==> config.mk <==
export PLATFORM = sky130hd
export DESIGN_NAME = ring_monitor
export DESIGN_NICKNAME = d
export VERILOG_FILES = /design/src/rtl/ring_pkg.sv /design/src/rtl/ring_monitor_onehot_encoder.sv /design/src/rtl/ring_monitor.sv
export SDC_FILE = /design/constraint.sdc
export NUM_CORES = 1
export LEC_CHECK = 0
export BUFFER_PORTS_ARGS = -buffer_cell sky130_fd_sc_hd__clkbuf_2
export CAP_MARGIN = 20
export CORE_MARGIN = 5
export CORE_UTILIZATION = 23
export CTS_BUF_LIST = sky130_fd_sc_hd__clkbuf_4
export DETAILED_ROUTE_END_ITERATION = 8
export PLACE_DENSITY_LB_ADDON = 0.05
export SLEW_MARGIN = 20
export SYNTH_ARGS = -nofsm -noshare
export SYNTH_HDL_FRONTEND = slang
export SYNTH_SLANG_ARGS = --single-unit
==> constraint.sdc <==
create_clock -name clk -period 4.8 [get_ports clk]
set_clock_uncertainty 0.05 [all_clocks]
set_input_delay 0.48 -clock clk [delete_from_list [all_inputs] [get_ports clk]]
set_output_delay 0.48 -clock clk [all_outputs]
set_load 0.03 [all_outputs]
==> src/rtl/ring_pkg.sv <==
// Shared types and helpers for the ring_monitor block.
package ring_pkg;

  // FSM: whether a legal reference position is currently held
  typedef enum logic {
    UNLOCKED = 1'b0,
    LOCKED   = 1'b1
  } state_t;

  // Classification of the move between two consecutive legal samples
  typedef enum logic [1:0] {
    STEP_NONE  = 2'd0,
    STEP_LEFT  = 2'd1,
    STEP_RIGHT = 2'd2,
    STEP_JUMP  = 2'd3
  } step_t;

  // Index width for an n-bit one-hot word
  function automatic int idx_width(input int n);
    return (n > 1) ? $clog2(n) : 1;
  endfunction

endpackage

==> src/rtl/ring_monitor_onehot_encoder.sv <==
// One-hot to binary encoder with an exact popcount==1 legality check.
// idx is meaningless when legal is low (it is the OR of all set positions).
module onehot_encoder
  import ring_pkg::*;
#(
  parameter int N = 8,
  localparam int W = idx_width(N)
) (
  input  logic [N-1:0] word,
  output logic [W-1:0] idx,
  output logic         legal
);

  logic [W:0] cnt;

  // OR together the positions of all set bits and count them
  always_comb begin
    idx = '0;
    cnt = '0;
    for (int i = 0; i < N; i++) begin
      idx = idx | (word[i] ? W'(i) : W'(0));
      cnt = cnt + {{W{1'b0}}, word[i]};
    end
    legal = (cnt == (W+1)'(1));
  end

endmodule

==> src/rtl/ring_monitor.sv <==
// Sampling monitor for a rotating one-hot bus: position readout, step
// classification, signed revolution count and sticky error detection.
module ring_monitor
  import ring_pkg::*;
#(
  parameter int N  = 8,
  parameter int RW = 8,
  localparam int W = idx_width(N)
) (
  input  logic          clk,
  input  logic          rst_n,
  input  logic          en,
  input  logic [N-1:0]  ring,
  input  logic          err_clr,
  input  logic          rev_clr,
  output logic [W-1:0]  index,
  output logic          locked,
  output logic          onehot_ok,
  output logic          step_left,
  output logic          step_right,
  output logic          jump,
  output logic          wrap,
  output logic          err,
  output logic [RW-1:0] rev_count
);

  localparam logic [W:0] N_EXT = (W+1)'(N);

  state_t     state;
  step_t      step_cls;
  logic [W-1:0] enc_idx;
  logic         enc_legal;
  logic [W:0]   diff_sum;
  logic [W:0]   diff;
  logic         at_top;
  logic         at_bot;

  onehot_encoder #(.N(N)) u_enc (
    .word  (ring),
    .idx   (enc_idx),
    .legal (enc_legal)
  );

  // Modular distance (new - held) mod N; operands are < N so one
  // conditional subtract brings the W+1 bit sum back into range
  always_comb begin
    diff_sum = {1'b0, enc_idx} + N_EXT - {1'b0, index};
    if (diff_sum >= N_EXT) begin
      diff = diff_sum - N_EXT;
    end else begin
      diff = diff_sum;
    end
    at_top = (index == W'(N - 1));
    at_bot = (index == W'(0));
  end

  // Classify the step; N >= 3 keeps +1 and N-1 distinct
  always_comb begin
    if (diff == (W+1)'(0)) begin
      step_cls = STEP_NONE;
    end else if (diff == (W+1)'(1)) begin
      step_cls = STEP_LEFT;
    end else if (diff == N_EXT - (W+1)'(1)) begin
      step_cls = STEP_RIGHT;
    end else begin
      step_cls = STEP_JUMP;
    end
  end

  // Lock FSM with registered position, flags, pulses and revolution count
  always_ff @(posedge clk or negedge rst_n) begin
    if (!rst_n) begin
      state      <= UNLOCKED;
      index      <= '0;
      locked     <= 1'b0;
      onehot_ok  <= 1'b0;
      step_left  <= 1'b0;
      step_right <= 1'b0;
      jump       <= 1'b0;
      wrap       <= 1'b0;
      err        <= 1'b0;
      rev_count  <= '0;
    end else begin
      step_left  <= 1'b0;
      step_right <= 1'b0;
      jump       <= 1'b0;
      wrap       <= 1'b0;

      if (en) begin
        onehot_ok <= enc_legal;
        case (state)
          UNLOCKED: begin
            if (enc_legal) begin
              state  <= LOCKED;
              locked <= 1'b1;
              index  <= enc_idx;
            end else begin
              state  <= UNLOCKED;
              locked <= 1'b0;
            end
          end
          LOCKED: begin
            if (enc_legal) begin
              index <= enc_idx;
              case (step_cls)
                STEP_LEFT: begin
                  step_left <= 1'b1;
                  wrap      <= at_top;
                end
                STEP_RIGHT: begin
                  step_right <= 1'b1;
                  wrap       <= at_bot;
                end
                STEP_JUMP: begin
                  jump <= 1'b1;
                end
                default: begin
                  jump <= 1'b0;
                end
              endcase
            end else begin
              state  <= UNLOCKED;
              locked <= 1'b0;
            end
          end
          default: begin
            state  <= UNLOCKED;
            locked <= 1'b0;
          end
        endcase
      end else begin
        onehot_ok <= onehot_ok;
      end

      // Clear wins over a simultaneous illegal sample
      if (err_clr) begin
        err <= 1'b0;
      end else if (en && !enc_legal) begin
        err <= 1'b1;
      end else begin
        err <= err;
      end

      // Clear wins over a simultaneous wrap; count wraps modulo 2^RW
      if (rev_clr) begin
        rev_count <= '0;
      end else if (en && enc_legal && (state == LOCKED) &&
                   (step_cls == STEP_LEFT) && at_top) begin
        rev_count <= rev_count + RW'(1);
      end else if (en && enc_legal && (state == LOCKED) &&
                   (step_cls == STEP_RIGHT) && at_bot) begin
        rev_count <= rev_count - RW'(1);
      end else begin
        rev_count <= rev_count;
      end
    end
  end

endmodule

==> report_table.html, run 1 <==
<table>
<tr><th>Metric</th><th>Value</th></tr>
<tr><th colspan="2">Status</th></tr>
<tr><td>Run status</td><td>complete, no violations</td></tr>
<tr><th colspan="2">Route</th></tr>
<tr><td>Residual antenna-violating net count after detailed routing</td><td>0</td></tr>
<tr><td>Number of DRC violations after detailed routing</td><td>0</td></tr>
<tr><td>Ratio of routed vias to standard cells</td><td>4.43</td></tr>
<tr><td>Final wirelength</td><td>3300 um</td></tr>
<tr><td>Router iterations before antenna repair</td><td>4</td></tr>
<tr><td>Wirelength per Cell</td><td>12.7 um</td></tr>
<tr><td>Violation count after the first detailed-routing iteration</td><td>41</td></tr>
<tr><td>Via count of the routed design</td><td>1151</td></tr>
<tr><th colspan="2">STA</th></tr>
<tr><td>Total setup violations reported at the end of the flow</td><td>0</td></tr>
<tr><td>Minimum clock period</td><td>4.64 ns</td></tr>
<tr><td>Unrepaired setup endpoints after global routing</td><td>no</td></tr>
<tr><td>Final hold violation count</td><td>0</td></tr>
<tr><td>Setup WS post-layout</td><td>0.160 ns</td></tr>
<tr><td>Minimum hold slack</td><td>0.0721 ns</td></tr>
<tr><td>Final slew viol count</td><td>0</td></tr>
<tr><td>Tcrit/Tclk final</td><td>0.967</td></tr>
<tr><td>Relative slew margins</td><td>0.671</td></tr>
<tr><td>F_max</td><td>216 MHz</td></tr>
<tr><td>Pin slew with the least headroom to its limit</td><td>0.493 ns</td></tr>
<tr><td>Fin Setup TNS</td><td>0 ns</td></tr>
<tr><th colspan="2">Logic synthesis</th></tr>
<tr><td>Most used standard cell by instance count after synthesis</td><td>inv_1</td></tr>
<tr><td>Commonest register cell after synthesis</td><td>dfrtp_1</td></tr>
<tr><td>Commonest cells in the netlist</td><td>inv_1 (22), dfrtp_1 (18), ha_1 (14)</td></tr>
<tr><td>Unique masters post-synth</td><td>38</td></tr>
<tr><td>Number of enable-type register cells in the synthesized netlist</td><td>0</td></tr>
<tr><td>Synth Register Bits</td><td>18</td></tr>
<tr><td>Fraction of the mapped netlist area in simple logic gates</td><td>0.193</td></tr>
<tr><td>Cell types occupying the most area after synthesis</td><td>dfrtp_1 (33%), ha_1 (13%), fa_1 (8.9%)</td></tr>
<tr><td>XOR/XNOR share of the synthesized area</td><td>0.0129</td></tr>
<tr><td>Post-synthesis average cell area</td><td>9.42 um^2</td></tr>
<tr><td>Seq/Total Area, Yosys</td><td>0.332</td></tr>
<tr><td>Adder and majority gate portion of the synthesized area</td><td>0.218</td></tr>
<tr><td>Multiplexer share of the synthesized area</td><td>0.0157</td></tr>
<tr><td>Proportion of synthesized flip-flops having asynchronous set or reset</td><td>1.00</td></tr>
<tr><td>Synthesized netlist cell count</td><td>144</td></tr>
<tr><td>Cell taking the most area after synthesis</td><td>dfrtp_1</td></tr>
<tr><td>Complex-gate fraction of the synthesized area</td><td>0.151</td></tr>
<tr><td>Synth top area share</td><td>0.332</td></tr>
<tr><td>Largest family of logic cells by synthesized area</td><td>adder cells</td></tr>
<tr><td>Number of nets in the synthesized netlist</td><td>177</td></tr>
<tr><td>Mapped cell area</td><td>1360 um^2</td></tr>
<tr><td>Total of warnings raised by yosys</td><td>0</td></tr>
<tr><th colspan="2">Power and ir drop</th></tr>
<tr><td>Power per standard cell area</td><td>270 nW/um^2</td></tr>
<tr><td>Maximum VDD drop</td><td>155 uV</td></tr>
<tr><td>Leakage power figure</td><td>0.862 nW</td></tr>
<tr><th colspan="2">Worst setup path</th></tr>
<tr><td>Critical path depth</td><td>18</td></tr>
<tr><td>Critical path endpoint category</td><td>flop</td></tr>
<tr><td>Buffers and inverters on the worst path</td><td>4</td></tr>
<tr><td>Series of cell instances along the critical path</td><td>clkbuf_2 -&gt; ha_1 -&gt; inv_1 -&gt; fa_1 -&gt; fa_1 -&gt; inv_1 -&gt; fa_1 -&gt; inv_1 -&gt; fa_1 -&gt; and4b_1 -&gt; a21oi_2 -&gt; or3_4 -&gt; ha_1 -&gt; a211oi_2 -&gt; o21ai_0 -&gt; a31oi_1 -&gt; mux2i_1 -&gt; mux2_2</td></tr>
<tr><td>Most Frequent Cell on Critical Path</td><td>fa_1</td></tr>
<tr><td>Path type of the worst setup path</td><td>primary input to flop</td></tr>
<tr><td>Stage delay of the slowest cell on the critical path</td><td>0.49 ns</td></tr>
<tr><td>Number of cell instances on the worst register-to-register path</td><td>14</td></tr>
<tr><td>Critical path launch point type</td><td>primary input</td></tr>
<tr><td>Critical path arrival</td><td>4.79 ns</td></tr>
<tr><td>Family of cells with the greatest summed delay on the critical path</td><td>adder cells</td></tr>
<tr><td>Worst Path Required</td><td>4.95 ns</td></tr>
<tr><td>Worst-path fanout max</td><td>6</td></tr>
<tr><td>Worst-path cell with the longest stage delay</td><td>fa_1</td></tr>
<tr><th colspan="2">GRT</th></tr>
<tr><td>Antenna violations before repair</td><td>0</td></tr>
<tr><td>Number of global-route vias before repair</td><td>1167</td></tr>
<tr><td>First-pass GRT wire length</td><td>5440 um</td></tr>
<tr><td>Largest net degree at the start of global routing</td><td>19</td></tr>
<tr><td>Overflow after GRT</td><td>0</td></tr>
<tr><td>GRT Resource Usage Total</td><td>0.0909</td></tr>
<tr><th colspan="2">Floorplan</th></tr>
<tr><td>Die span in y</td><td>86.8 um</td></tr>
<tr><td>Core area</td><td>5820 um^2</td></tr>
<tr><td>Starting Density</td><td>0.233</td></tr>
<tr><td>Die outline area</td><td>7530 um^2</td></tr>
<tr><td>Number of placement rows</td><td>28</td></tr>
<tr><td>Number of primary I/O pins</td><td>31</td></tr>
<tr><td>DIE WIDTH</td><td>86.8 um</td></tr>
<tr><th colspan="2">Min path</th></tr>
<tr><td>Hold crit path type</td><td>primary input to async pin</td></tr>
<tr><th colspan="2">Run</th></tr>
<tr><td># Max-Cap Violations</td><td>0</td></tr>
<tr><th colspan="2">Placement</th></tr>
<tr><td>PortBufs</td><td>30</td></tr>
<tr><td>Worst setup slack after placement</td><td>-0.251 ns</td></tr>
<tr><td>Placer's final routability congestion estimate</td><td>0.811</td></tr>
<tr><td>Hpwl dp</td><td>2720 um</td></tr>
<tr><th colspan="2">CTS</th></tr>
<tr><td>Clock latency at the later pin of the worst-skew pair</td><td>0.30 ns</td></tr>
<tr><td>Cell at the root of the clock tree</td><td>clkbuf_4</td></tr>
<tr><td>CTS Buf Count</td><td>3</td></tr>
<tr><td>Clk slew on worst S/H paths</td><td>0.11 ns</td></tr>
<tr><td>Number of H-tree levels</td><td>1</td></tr>
<tr><td>Clock tree from TritonCTS</td><td>yes</td></tr>
<tr><td>Hold buffers post-CTS</td><td>0</td></tr>
<tr><td>Maximum count of clock buffers along a single path</td><td>2</td></tr>
<tr><td>Number of clock sinks</td><td>18</td></tr>
<tr><th colspan="2">Layout</th></tr>
<tr><td>Share of cells above drive strength 1</td><td>0.308</td></tr>
<tr><td>Layout Area Growth over Synthesis</td><td>25.8%</td></tr>
<tr><td>Number of filler instances in the final layout</td><td>647</td></tr>
<tr><td>Total inserted antenna cells</td><td>0</td></tr>
<tr><td>Number of nets in the layout</td><td>219</td></tr>
</table>
==> metrics by stage <==
step	std cells	util	cell area (um^2)	total power [mW]
floorplan	144	-	1370	0.322
global placement	256	0.287	1670	0.385
detailed placement	256	0.287	1670	0.387
CTS	260	0.292	1700	0.475
global route	260	0.293	1710	0.503
finish	260	0.293	1710	0.461
==> layout make-up <==
| class | count | area, um^2 | area share |
|---|---|---|---|
| Multi-Input combinational cell | 100 | 821 | 0.481 |
| Tap cell | 75 | 93.8 | 0.0550 |
| Sequential cell | 18 | 450 | 0.264 |
| Clock buffer | 3 | 22.5 | 0.0132 |
| Clock inverter | 1 | 3.75 | 0.00220 |
| Timing Repair Buffer | 41 | 233 | 0.136 |
| Inverter | 22 | 82.6 | 0.0484 |
==> state kept, by name, indices dropped and copies added (netlist names) <==
register	flops
rev_count	8
index	3
err	1
jump	1
locked	1
onehot_ok	1
step_left	1
step_right	1
wrap	1
==> what timing repair did <==
item,CTS,global route
resized for setup,0,4
endpoints found under the setup margin,0,2
buffers inserted,0,0
==> power by group <==
part           internal [mW]  switching (mW)  leakage, nW
clock network         0.0302          0.0504       0.0154
registers              0.167          0.0152        0.236
logic                 0.0750           0.123        0.611
==> cells in the final DEF (no fill, tap or decap), types with 2 or more instances in the layout <==
cell type	count
o21a_1	2
or3_2	2
xnor2_1	2
buf_4	11
ha_1	14
nand2_1	5
nor2_1	12
a21o_1	2
a311o_2	2
clkbuf_2	30
nor2b_1	4
and2_1	3
a211oi_1	2
or4_1	2
inv_1	22
a21oi_1	10
fa_1	6
o21ai_0	6
nor4_1	4
clkbuf_4	3
dfrtp_1	18
==> final timing paths <==
path,start,to,slack [ns]
min,rst_n,index[1],0.07
max,ring[1],rev_count[7],0.16
min reg2reg,err,err,0.46
max in group asynchronous,rst_n,rev_count[3],4.29
max reg2reg,index[0],rev_count[7],0.96
min in group clk,err_clr,err,0.27
==> layer usage <==
metal,vias up,global-route usage,part of all wire
met4,0,0.0212,0.0042
li1,583,-,-
met5,-,0,0
met3,2,0.0190,0.032
met2,10,0.166,0.51
met1,556,0.108,0.46
==> cells by family after synthesis <==
kind of cell,count (synthesis)
muxes,2
DFF,18
xor gates and xnor gates,2
adders and majority gates,20
and+or+nand+nor,44
buffers and inverters,26
AOI/OAI and AO/OA,32
Note: power is estimated with default switching activity, not from simulation.
==> run 2: changes to the inputs <==
--- a/config.mk
+++ b/config.mk
@@ -7,7 +7,6 @@
 export LEC_CHECK = 0
 export BUFFER_PORTS_ARGS = -buffer_cell sky130_fd_sc_hd__clkbuf_2
 export CAP_MARGIN = 20
-export CORE_MARGIN = 5
 export CORE_UTILIZATION = 23
 export CTS_BUF_LIST = sky130_fd_sc_hd__clkbuf_4
 export DETAILED_ROUTE_END_ITERATION = 8
==> report_table.html, run 2 (synthesized netlist as in run 1, its figures left out) <==
<table>
<tr><th>Metric</th><th>Value</th></tr>
<tr><th colspan="2">Status</th></tr>
<tr><td>Run status</td><td>complete, no violations (unchanged)</td></tr>
<tr><th colspan="2">CTS</th></tr>
<tr><td>Clk slew on worst S/H paths</td><td>0.12 ns (was 0.11 ns)</td></tr>
<tr><td>CTS Buf Count</td><td>3 (unchanged)</td></tr>
<tr><td>Clock latency at the later pin of the worst-skew pair</td><td>0.30 ns (about the same)</td></tr>
<tr><td>Cell at the root of the clock tree</td><td>clkbuf_4 (unchanged)</td></tr>
<tr><td>Number of clock sinks</td><td>18 (unchanged)</td></tr>
<tr><td>Hold buffers post-CTS</td><td>0 (unchanged)</td></tr>
<tr><td>Clock tree from TritonCTS</td><td>yes (unchanged)</td></tr>
<tr><td>Maximum count of clock buffers along a single path</td><td>2 (unchanged)</td></tr>
<tr><td>Number of H-tree levels</td><td>1 (unchanged)</td></tr>
<tr><th colspan="2">Layout</th></tr>
<tr><td>Number of nets in the layout</td><td>219 (unchanged)</td></tr>
<tr><td>Area taken by flip-flops and latches</td><td>450 um^2 (unchanged)</td></tr>
<tr><td>Area of combinational cells with multiple inputs</td><td>825 um^2 (was 821 um^2)</td></tr>
<tr><td>Most used cells in the layout excluding fill and tap cells</td><td>clkbuf_2 (30), inv_1 (22), dfrtp_1 (18) (unchanged)</td></tr>
<tr><td>Number of flip-flops under the largest register name</td><td>8 (unchanged)</td></tr>
<tr><td>Number of filler instances in the final layout</td><td>635 (was 647)</td></tr>
<tr><td>Share of cells above drive strength 1</td><td>0.314 (was 0.308)</td></tr>
<tr><td>Largest registers</td><td>rev_count x8, index x3 (unchanged)</td></tr>
<tr><td>Layout Area Growth over Synthesis</td><td>25.8% (unchanged)</td></tr>
<tr><td>Leading cell type in the layout, fill and taps excluded</td><td>clkbuf_2 (unchanged)</td></tr>
<tr><td>Total inserted antenna cells</td><td>0 (unchanged)</td></tr>
<tr><td>Register with the highest flop count</td><td>rev_count (unchanged)</td></tr>
<tr><th colspan="2">GRT</th></tr>
<tr><td>Overflow after GRT</td><td>0 (unchanged)</td></tr>
<tr><td>Routing usage on met2</td><td>0.198 (was 0.166)</td></tr>
<tr><td>Met1 Resource Use GR</td><td>0.138 (was 0.108)</td></tr>
<tr><td>Number of global-route vias before repair</td><td>1165 (was 1167)</td></tr>
<tr><td>Largest net degree at the start of global routing</td><td>19 (unchanged)</td></tr>
<tr><td>First-pass GRT wire length</td><td>5410 um (was 5440 um)</td></tr>
<tr><td>Most crowded layer after global routing</td><td>met2 (unchanged)</td></tr>
<tr><td>GRT Resource Usage Total</td><td>0.113 (was 0.0909)</td></tr>
<tr><td>Global-route track usage on met3</td><td>0.0149 (was 0.0190)</td></tr>
<tr><td>Antenna violations before repair</td><td>0 (unchanged)</td></tr>
<tr><th colspan="2">STA</th></tr>
<tr><td>Unrepaired setup endpoints after global routing</td><td>no (unchanged)</td></tr>
<tr><td>Final slew viol count</td><td>0 (unchanged)</td></tr>
<tr><td>Setup WS post-layout</td><td>0.186 ns (was 0.160 ns)</td></tr>
<tr><td>Final hold violation count</td><td>0 (unchanged)</td></tr>
<tr><td>Fin Setup TNS</td><td>0 ns (unchanged)</td></tr>
<tr><td>Minimum clock period</td><td>4.61 ns (was 4.64 ns)</td></tr>
<tr><td>Relative slew margins</td><td>0.658 (was 0.671)</td></tr>
<tr><td>Tcrit/Tclk final</td><td>0.961 (was 0.967)</td></tr>
<tr><td>Total setup violations reported at the end of the flow</td><td>0 (unchanged)</td></tr>
<tr><td>F_max</td><td>217 MHz (was 216 MHz)</td></tr>
<tr><td>Pin slew with the least headroom to its limit</td><td>0.514 ns (was 0.493 ns)</td></tr>
<tr><th colspan="2">Worst setup path</th></tr>
<tr><td>Worst-path fanout max</td><td>7 (was 6)</td></tr>
<tr><td>Critical path endpoint category</td><td>flop (unchanged)</td></tr>
<tr><td>Path type of the worst setup path</td><td>primary input to flop (unchanged)</td></tr>
<tr><td>Stage delay of the slowest cell on the critical path</td><td>0.49 ns (about the same)</td></tr>
<tr><td>Worst-path cell with the longest stage delay</td><td>fa_1 (unchanged)</td></tr>
<tr><td>Critical path arrival</td><td>4.77 ns (was 4.79 ns)</td></tr>
<tr><td>Worst Path Required</td><td>4.96 ns (was 4.95 ns)</td></tr>
<tr><td>Worst setup slack for register-to-register paths</td><td>0.88 ns (was 0.96 ns)</td></tr>
<tr><td>Critical path launch point type</td><td>primary input (unchanged)</td></tr>
<tr><td>Number of cell instances on the worst register-to-register path</td><td>14 (unchanged)</td></tr>
<tr><td>Source of the worst register-to-register timing path</td><td>index[0] (unchanged)</td></tr>
<tr><td>Most Frequent Cell on Critical Path</td><td>fa_1 (unchanged)</td></tr>
<tr><td>Series of cell instances along the critical path</td><td>clkbuf_2 -&gt; ha_1 -&gt; inv_1 -&gt; fa_1 -&gt; fa_1 -&gt; inv_1 -&gt; fa_1 -&gt; inv_1 -&gt; fa_1 -&gt; a211oi_1 -&gt; a21oi_2 -&gt; or3_4 -&gt; ha_1 -&gt; nor2b_2 -&gt; o31a_1 -&gt; o21ai_0 -&gt; a2111oi_1 -&gt; a311o_2 (was clkbuf_2 -&gt; ha_1 -&gt; inv_1 -&gt; fa_1 -&gt; fa_1 -&gt; inv_1 -&gt; fa_1 -&gt; inv_1 -&gt; fa_1 -&gt; and4b_1 -&gt; a21oi_2 -&gt; or3_4 -&gt; ha_1 -&gt; a211oi_2 -&gt; o21ai_0 -&gt; a31oi_1 -&gt; mux2i_1 -&gt; mux2_2)</td></tr>
<tr><td>Reg2Reg Capture Point</td><td>rev_count[6] (was rev_count[7])</td></tr>
<tr><th colspan="2">Floorplan</th></tr>
<tr><td>Starting Density</td><td>0.242 (was 0.233)</td></tr>
<tr><td>Die outline area</td><td>6210 um^2 (was 7530 um^2)</td></tr>
<tr><td>Number of primary I/O pins</td><td>31 (unchanged)</td></tr>
<tr><td>Core area</td><td>5610 um^2 (was 5820 um^2)</td></tr>
<tr><td>Number of placement rows</td><td>27 (was 28)</td></tr>
<tr><td>Die span in y</td><td>78.8 um (was 86.8 um)</td></tr>
<tr><td>DIE WIDTH</td><td>78.8 um (was 86.8 um)</td></tr>
<tr><th colspan="2">Route</th></tr>
<tr><td>Final wirelength</td><td>3240 um (was 3300 um)</td></tr>
<tr><td>Ratio of routed vias to standard cells</td><td>4.58 (was 4.43)</td></tr>
<tr><td>Residual antenna-violating net count after detailed routing</td><td>0 (unchanged)</td></tr>
<tr><td>Via count of the routed design</td><td>1177 (was 1151)</td></tr>
<tr><td>Router iterations before antenna repair</td><td>4 (unchanged)</td></tr>
<tr><td>Number of DRC violations after detailed routing</td><td>0 (unchanged)</td></tr>
<tr><td>Violation count after the first detailed-routing iteration</td><td>33 (was 41)</td></tr>
<tr><td>Wirelength per Cell</td><td>12.6 um (was 12.7 um)</td></tr>
<tr><th colspan="2">Power and ir drop</th></tr>
<tr><td>Internal power</td><td>272 uW (about the same)</td></tr>
<tr><td>Power per standard cell area</td><td>273 nW/um^2 (was 270 nW/um^2)</td></tr>
<tr><td>Relative contribution of the clock network to total power</td><td>0.180 (was 0.175)</td></tr>
<tr><td>Leakage power figure</td><td>0.864 nW (was 0.862 nW)</td></tr>
<tr><td>Switching portion of total power</td><td>0.416 (was 0.410)</td></tr>
<tr><td>Part of the power in combinational logic</td><td>0.430 (about the same)</td></tr>
<tr><td>Total net switching power</td><td>194 uW (was 189 uW)</td></tr>
<tr><td>Maximum VDD drop</td><td>84.4 uV (was 155 uV)</td></tr>
<tr><td>Register share of total power</td><td>0.390 (was 0.395)</td></tr>
<tr><th colspan="2">Placement</th></tr>
<tr><td>Placer's final routability congestion estimate</td><td>0.766 (was 0.811)</td></tr>
<tr><td>Worst setup slack after placement</td><td>-0.205 ns (was -0.251 ns)</td></tr>
<tr><td>Hpwl dp</td><td>2630 um (was 2720 um)</td></tr>
<tr><td>PortBufs</td><td>30 (unchanged)</td></tr>
<tr><th colspan="2">Run</th></tr>
<tr><td># Max-Cap Violations</td><td>0 (unchanged)</td></tr>
<tr><th colspan="2">Min path</th></tr>
<tr><td>Hold crit path type</td><td>primary input to async pin (unchanged)</td></tr>
</table>
run 2: per-layer routing:
metal	wire (um)	part of all wire	vias to the layer above
li1	-	-	586
met1	1520	0.47	569
met2	1610	0.50	20
met3	74	0.023	2
met4	29	0.0090	0
met5	0	0	-
run 2: worst max-delay path: cells and delay by family:
kind / cells / cell delay, ns
buffers and inverters: 4 / 0.27
adder cells (fa/ha/maj): 6 / 2.05
AO/OA/AOI/OAI: 6 / 1.40
AND/OR/NAND/NOR: 2 / 0.57
run 2: final cells by class:
class | count | area share
inverter | 22 | 0.0484
clock buffer | 3 | 0.0132
clock inverter | 1 | 0.00220
timing repair buffer | 41 | 0.136
tap | 72 | 0.0528
sequential | 18 | 0.264
multi-input combinational | 100 | 0.483
run 2: worst max-delay path by stage:
stage | startpoint | endpoint | slack [ns] | depth (start not counted)
global placement | ring[1] | rev_count[7] | -0.19 | 18
finish | ring[1] | rev_count[6] | 0.19 | 18
CTS | ring[1] | rev_count[4] | 0.12 | 20
detailed placement | ring[1] | rev_count[7] | -0.21 | 18
global route | ring[1] | rev_count[7] | 0.003 | 18
floorplan | ring[0] | rev_count[7] | 0.001 | 18
run 2: power groups by stage:
stage | combinational, mW | sequential (mW) | clock [mW]
after floorplan | 0.109 | 0.213 | 0
after global placement | 0.201 | 0.186 | 0
after detailed placement | 0.204 | 0.186 | 0
after CTS | 0.204 | 0.183 | 0.0895
after global routing | 0.227 | 0.186 | 0.0949
final | 0.200 | 0.182 | 0.0841
run 2: timing repair:
item | 4_1_cts | 5_1_grt
setup endpoints to repair | 0 | 4
endpoints found under the hold margin | 0 | 0
gates resized for setup | 0 | 6
setup buffers | 0 | 4
run 2: per-stage QoR:
| stage | instance area (um^2) | total power [mW] | hold slack [ns] | cells | utilization |
|---|---|---|---|---|---|
| 2_1_floorplan | 1370 | 0.322 | 0.134 | 144 | - |
| 3_3_place_gp | 1640 | 0.387 | 0.411 | 249 | 0.292 |
| 3_5_place_dp | 1640 | 0.390 | 0.421 | 249 | 0.292 |
| 4_1_cts | 1660 | 0.477 | 0.0678 | 253 | 0.297 |
| 5_1_grt | 1710 | 0.508 | 0.0809 | 257 | 0.304 |
| 6_report | 1710 | 0.467 | 0.0663 | 257 | 0.304 |
